### config.mk
export PLATFORM = sky130hd
export DESIGN_NAME = spi_listener
export DESIGN_NICKNAME = d
export VERILOG_FILES = /design/src/rtl/spi_listener_pkg.sv /design/src/rtl/spi_listener_sync_2ff.sv /design/src/rtl/spi_listener.sv
export SDC_FILE = /design/constraint.sdc
export NUM_CORES = 1
export LEC_CHECK = 0
export BUFFER_PORTS_ARGS = -buffer_cell sky130_fd_sc_hd__buf_2
export CORE_MARGIN = 3
export CORE_UTILIZATION = 30
export CTS_CLUSTER_SIZE = 28
export DETAILED_ROUTE_END_ITERATION = 6
export PLACE_DENSITY = 0.58
export SYNTH_ARGS = -nofsm -noshare
export SYNTH_HDL_FRONTEND = slang
export SYNTH_SLANG_ARGS = --single-unit
### constraint.sdc
create_clock -name clk -period 3.9 [get_ports clk]
set_input_delay 0 -clock clk [delete_from_list [all_inputs] [get_ports clk]]
set_output_delay 0 -clock clk [all_outputs]
set_load 0.03 [all_outputs]
### src/rtl/spi_listener_pkg.sv
// ----------------------------------------------------------------------------
// spi_listener_pkg
// Shared definitions for the SPI listener slice: default frame width, FSM
// state encoding and the idle line levels the pin synchronizers reset to.
// ----------------------------------------------------------------------------
package spi_listener_pkg;

  // Default number of bits in one SPI frame.
  localparam int SPI_FRAME_BITS = 24;

  // Listener FSM: IDLE while chip select is high, ACTIVE while a frame runs.
  typedef enum logic {
    IDLE   = 1'b0,
    ACTIVE = 1'b1
  } state_t;

  // Idle line levels of the synchronized pins, bit order {mosi, cs_n, sclk}.
  localparam logic [2:0] SYNC_RESET_LEVELS = 3'b010;

endpackage

### src/rtl/spi_listener_sync_2ff.sv
// ----------------------------------------------------------------------------
// sync_2ff
// Two-flop synchronizer for one asynchronous input bit. Both flops reset to
// RESET_VAL so the synchronized output shows the idle line level while in
// reset.
//
// Ports:
//   clk    system clock
//   rst_n  asynchronous active-low reset
//   d      asynchronous input
//   q      input synchronized to clk (two cycles of latency)
// ----------------------------------------------------------------------------
module sync_2ff #(
  parameter logic RESET_VAL = 1'b0
) (
  input  logic clk,
  input  logic rst_n,
  input  logic d,
  output logic q
);

  logic meta_reg;
  logic sync_reg;

  always_ff @(posedge clk or negedge rst_n) begin
    if (!rst_n) begin
      meta_reg <= RESET_VAL;
      sync_reg <= RESET_VAL;
    end else begin
      meta_reg <= d;
      sync_reg <= meta_reg;
    end
  end

  assign q = sync_reg;

endmodule

### src/rtl/spi_listener.sv
// ----------------------------------------------------------------------------
// spi_listener
// Mode-0 SPI slave oversampled by the system clock. Receives DATA_WIDTH-bit
// frames MSB first on spi_mosi, returns tx_data (captured at frame start) on
// spi_miso, and reports each complete frame through fpga_spi_data plus a
// level interrupt. Short or long frames raise a one-cycle frame_error.
//
// Ports:
//   clk, rst_n              system clock, asynchronous active-low reset
//   spi_sclk/cs_n/mosi      SPI pins from the external master (asynchronous)
//   spi_miso, spi_miso_oe   serial response and its drive enable
//   tx_data                 response word, sampled when a frame starts
//   fpga_spi_data           last complete received word
//   spi_listener_interrupt  new-word flag, cleared by int_clear
//   int_clear               one-cycle clear for interrupt and overrun
//   overrun                 a frame completed while the interrupt was pending
//   frame_error             one-cycle pulse on a frame of the wrong length
// ----------------------------------------------------------------------------
module spi_listener
  import spi_listener_pkg::*;
#(
  parameter int DATA_WIDTH = SPI_FRAME_BITS
) (
  input  logic                  clk,
  input  logic                  rst_n,
  input  logic                  spi_sclk,
  input  logic                  spi_cs_n,
  input  logic                  spi_mosi,
  output logic                  spi_miso,
  output logic                  spi_miso_oe,
  input  logic [DATA_WIDTH-1:0] tx_data,
  output logic [DATA_WIDTH-1:0] fpga_spi_data,
  output logic                  spi_listener_interrupt,
  input  logic                  int_clear,
  output logic                  overrun,
  output logic                  frame_error
);

  localparam int               CNT_W    = $clog2(DATA_WIDTH + 2);
  localparam logic [CNT_W-1:0] CNT_FULL = CNT_W'(DATA_WIDTH);
  localparam logic [CNT_W-1:0] CNT_SAT  = CNT_W'(DATA_WIDTH + 1);

  // ---------------- pin synchronizers ----------------
  logic [2:0] pin_raw;
  logic [2:0] pin_sync;

  assign pin_raw = {spi_mosi, spi_cs_n, spi_sclk};

  genvar gi;
  generate
    for (gi = 0; gi < 3; gi++) begin : g_sync
      sync_2ff #(
        .RESET_VAL (SYNC_RESET_LEVELS[gi])
      ) u_sync (
        .clk   (clk),
        .rst_n (rst_n),
        .d     (pin_raw[gi]),
        .q     (pin_sync[gi])
      );
    end
  endgenerate

  // ---------------- edge detection ----------------
  // Edge pulses are registered; mosi is delayed by the same stage so the
  // sample taken on a sclk rise pulse is the value present at that rise.
  logic sclk_d_reg, cs_d_reg, mosi_d_reg;
  logic sclk_rise_reg, sclk_fall_reg, cs_rise_reg, cs_fall_reg;

  always_ff @(posedge clk or negedge rst_n) begin
    if (!rst_n) begin
      sclk_d_reg    <= 1'b0;
      cs_d_reg      <= 1'b1;
      mosi_d_reg    <= 1'b0;
      sclk_rise_reg <= 1'b0;
      sclk_fall_reg <= 1'b0;
      cs_rise_reg   <= 1'b0;
      cs_fall_reg   <= 1'b0;
    end else begin
      sclk_d_reg    <= pin_sync[0];
      cs_d_reg      <= pin_sync[1];
      mosi_d_reg    <= pin_sync[2];
      sclk_rise_reg <=  pin_sync[0] & ~sclk_d_reg;
      sclk_fall_reg <= ~pin_sync[0] &  sclk_d_reg;
      cs_rise_reg   <=  pin_sync[1] & ~cs_d_reg;
      cs_fall_reg   <= ~pin_sync[1] &  cs_d_reg;
    end
  end

  // ---------------- arming after reset ----------------
  // The synchronizers come out of reset showing cs_n high, so a select that
  // was already low at reset release looks like a fresh fall. Frames are
  // only accepted once the pipeline has flushed and cs_n was seen high.
  logic [1:0] settle_cnt_reg;
  logic       armed_reg;

  always_ff @(posedge clk or negedge rst_n) begin
    if (!rst_n) begin
      settle_cnt_reg <= 2'd0;
      armed_reg      <= 1'b0;
    end else if (settle_cnt_reg != 2'd3) begin
      settle_cnt_reg <= settle_cnt_reg + 2'd1;
    end else if (cs_d_reg) begin
      armed_reg <= 1'b1;
    end
  end

  // ---------------- listener FSM ----------------
  state_t                state_reg;
  logic [CNT_W-1:0]      bit_cnt_reg;
  logic [DATA_WIDTH-1:0] rx_shift_reg;
  logic [DATA_WIDTH-1:0] tx_shift_reg;
  logic                  miso_reg;
  logic                  miso_oe_reg;
  logic [DATA_WIDTH-1:0] data_reg;
  logic                  irq_reg;
  logic                  overrun_reg;
  logic                  frame_error_reg;

  always_ff @(posedge clk or negedge rst_n) begin
    if (!rst_n) begin
      state_reg       <= IDLE;
      bit_cnt_reg     <= '0;
      rx_shift_reg    <= '0;
      tx_shift_reg    <= '0;
      miso_reg        <= 1'b0;
      miso_oe_reg     <= 1'b0;
      data_reg        <= '0;
      irq_reg         <= 1'b0;
      overrun_reg     <= 1'b0;
      frame_error_reg <= 1'b0;
    end else begin
      frame_error_reg <= 1'b0;
      if (int_clear) begin
        irq_reg     <= 1'b0;
        overrun_reg <= 1'b0;
      end

      case (state_reg)
        IDLE: begin
          if (cs_fall_reg && armed_reg) begin
            state_reg    <= ACTIVE;
            bit_cnt_reg  <= '0;
            rx_shift_reg <= '0;
            tx_shift_reg <= tx_data;
            miso_reg     <= tx_data[DATA_WIDTH-1];
            miso_oe_reg  <= 1'b1;
          end
        end

        ACTIVE: begin
          if (cs_rise_reg) begin
            state_reg   <= IDLE;
            miso_reg    <= 1'b0;
            miso_oe_reg <= 1'b0;
            if (bit_cnt_reg == CNT_FULL) begin
              // A completing frame beats a simultaneous int_clear.
              data_reg    <= rx_shift_reg;
              irq_reg     <= 1'b1;
              overrun_reg <= ~int_clear & (overrun_reg | irq_reg);
            end else if (bit_cnt_reg != '0) begin
              frame_error_reg <= 1'b1;
            end
          end else if (sclk_rise_reg) begin
            rx_shift_reg <= {rx_shift_reg[DATA_WIDTH-2:0], mosi_d_reg};
            if (bit_cnt_reg != CNT_SAT) begin
              bit_cnt_reg <= bit_cnt_reg + 1'b1;
            end
          end else if (sclk_fall_reg) begin
            // Zeros shift in behind the word, so miso idles low once the
            // whole response has gone out.
            tx_shift_reg <= {tx_shift_reg[DATA_WIDTH-2:0], 1'b0};
            miso_reg     <= tx_shift_reg[DATA_WIDTH-2];
          end
        end

        default: state_reg <= IDLE;
      endcase
    end
  end

  assign spi_miso               = miso_reg;
  assign spi_miso_oe            = miso_oe_reg;
  assign fpga_spi_data          = data_reg;
  assign spi_listener_interrupt = irq_reg;
  assign overrun                = overrun_reg;
  assign frame_error            = frame_error_reg;

endmodule

==> flow_summary_export.csv <==
group,metric,value,unit
outcome,status,"finished, final reports clean",
power_and_ir_drop,finalPower,2.495,mW
finish,final_area,0.004827,mm²
setup_path,cp.arrival,2.56,ns
setup_path,r2r-end,"tx_shift_reg[3]",
finish,fin_util,37.49,%
place,gp_congestion,0.7538,
setup_path,reg2reg_from,"state_reg",
setup_path,startpoint_type,"flip-flop",
logic_synthesis,synth_cell_types,39,
setup_path,crit_fanout,30,
finish,syn_to_final_growth,19.52,%
clock_tree,ctsHtreeMaxLevel,3,
setup_path,reg2reg_slack,1.55,ns
logic_synthesis,synth_nets,297,
logic_synthesis,yosysSeqAreaShare,60.81,%
global_route,antenna_found_initial,0,
global_route,grt_overflow_total,0,
routing,first_iter_violations,103,
finish,layout_commonest_cell,"dfrtp_1",
clock_tree,clockBufferDepth,2,
finish,stdcell_count,507,
logic_synthesis,synth-async-reset-ratio,100.0,%
finish,seqCellArea,0.002456,mm²
hold_path,holdPathEnd,"spi_miso",
die,start_util,31.37,%
global_route,grt_max_degree,62,
timing,worst_slack,1.554,ns
timing,fin_hold_ws,0.005585,ns
timing,worst_pin_slew,1.018,ns
timing,clock_skew,0.007510,ns
hold_path,min-delay-start,"tx_data[23]",
clock_tree,cts_root_buf,"clkbuf_16",
timing,max_slew_margin,32.11,%
timing,setup_violations,0,
timing,min_period,2.346,ns
place,placed_cells,482,
logic_synthesis,synth_edf_count,0,
clock_tree,cts_buffers,9,
die,io_pins,59,
die,dieArea,0.01489,mm²
setup_path,cp-end-kind,"flip-flop",
finish,diodes,0,
job,max-cap-violations,0,
place,place_area,0.004456,mm²
routing,routed_wl,6981,µm
logic_synthesis,syn_area,0.004039,mm²
clock_tree,cts.sinks,98,
global_route,grt_pass1_wl,11850,µm
logic_synthesis,syn_avg_cell_area,15.36,µm²
clock_tree,insertion_delay,0.34,ns
finish,layout-drive-gt1-share,40.30,%
routing,vias,2275,
timing,tns,0,ns
global_route,grt_usage,10.23,%
finish,layout_common_cells,"dfrtp_1 (95), buf_2 (57), mux2_2 (34)",
timing,drv_slew,0,
clock_tree,clk_pin_slew,0.06,ns
finish,nNetsFinal,364,
setup_path,worstPathRequired,4.12,ns
timing,fmax,426.3,MHz
clock_tree,cts_tree,"done",
timing,rsz0062_at_grt,"no",
routing,drc,0,
setup_path,reg2regPathDepth,3,
hold_path,min_path_type,"primary input to flip-flop",
hold_path,hold_depth,3,
routing,postRouteAntennaNets,0,
routing,detail_route.first_pass.iterations,4,
place,port_buffers,58,
power_and_ir_drop,peakVddDrop,0.2446,mV
global_route,grt_pass1_vias,2312,
die,rows,41,
timing,finalHoldViolCount,0,
finish,multiInputGateArea,0.001450,mm²
die,core_area,0.01288,mm²
place,hpwl,4588,µm
power_and_ir_drop,powerDensity,516.9,mW/mm²
logic_synthesis,ys.flop_type,"dfrtp_1",
logic_synthesis,synth_seq_cells,98,
routing,post_drt_wl_per_cell,13.77,µm
finish,nFillCells,1207,
setup_path,worst-setup-path-type,"flip-flop to flip-flop",
power_and_ir_drop,p_leak,2.323,nW
logic_synthesis,syn_inst,263,
logic_synthesis,yosys_warnings,0,
routing,avgViaCountPerCell,4.487,
die,die_h,122.0,µm
die,die_w,122.0,µm
place,pre_cts_slack,1.508,ns
timing,timing.final.crit_share,60.14,%
## what timing repair did
action | in CTS | in global routing
hold buffers | 9 | 0
buffers inserted | 0 | 0
resized for setup | 0 | 0
hold endpoints to repair | 69 | 0
## logic make-up (layout without fill, tap and decap cells)
logic type                 after synthesis  count (layout)  synth area share [%]
AOI/OAI and AO/OA                       39              39                 8.054
xor gates and xnor gates                 2               2                0.4338
adders and majority gates                4               4                 1.239
buffers and inverters                   19              91                 3.284
DFF                                     98              98                 60.81
muxes                                   73              73                 21.99
and+or+nand+nor                         28              28                 4.182
## worst max path at each step
stage                    from           endpoint  slack, ns
4_1_cts             state_reg    tx_shift_reg[3]       1.49
5_1_grt             state_reg    tx_shift_reg[3]       1.35
6_report            state_reg    tx_shift_reg[3]       1.55
3_3_place_gp        state_reg   tx_shift_reg[19]       1.60
2_1_floorplan  bit_cnt_reg[0]  fpga_spi_data[11]       2.28
3_5_place_dp        state_reg    tx_shift_reg[1]       1.51
## layer usage
layer,share of wire [%],routed length [µm],GRT usage (%)
met4,1.6,110,3.782
met5,0,0,0
met2,45,3138,14.74
met1,47,3315,13.89
met3,6.0,417,4.039
## power breakdown
group / internal [mW] / leakage, nW / switching (mW) / total, mW
clock: 0.453 / 0.136 / 0.369 / 0.822
combinational: 0.223 / 0.927 / 0.177 / 0.400
sequential: 1.18 / 1.26 / 0.0978 / 1.27
## critical path, cell delays in order (launching register included)
cell and delay (ns):
dfrtp_1 0.50, buf_4 0.40, o22a_1 0.89, mux2_2 0.42
## synth_stat cells (4+ instances only)
| master | number | area share, % |
|---|---|---|
| nand2_1 | 6 | 0.56 |
| nor2b_1 | 5 | 0.77 |
| mux2_4 | 19 | 7.1 |
| inv_1 | 5 | 0.46 |
| mux2_1 | 16 | 4.5 |
| a22o_1 | 24 | 5.2 |
| mux2_2 | 34 | 9.5 |
| dfrtp_1 | 95 | 59 |
| ha_1 | 4 | 1.2 |
| mux2i_1 | 4 | 0.99 |
| buf_2 | 5 | 0.62 |
## area by class of cell
| class | instances | area share (%) |
|---|---|---|
| well taps | 172 | 4.458 |
| repair buffers | 70 | 8.398 |
| clock buffers | 11 | 5.029 |
| flip-flops and latches | 98 | 50.88 |
| multi-input cells | 146 | 30.04 |
| inverters | 5 | 0.3888 |
| clock inverters | 5 | 0.8035 |
(Power assumes the default switching activity.)
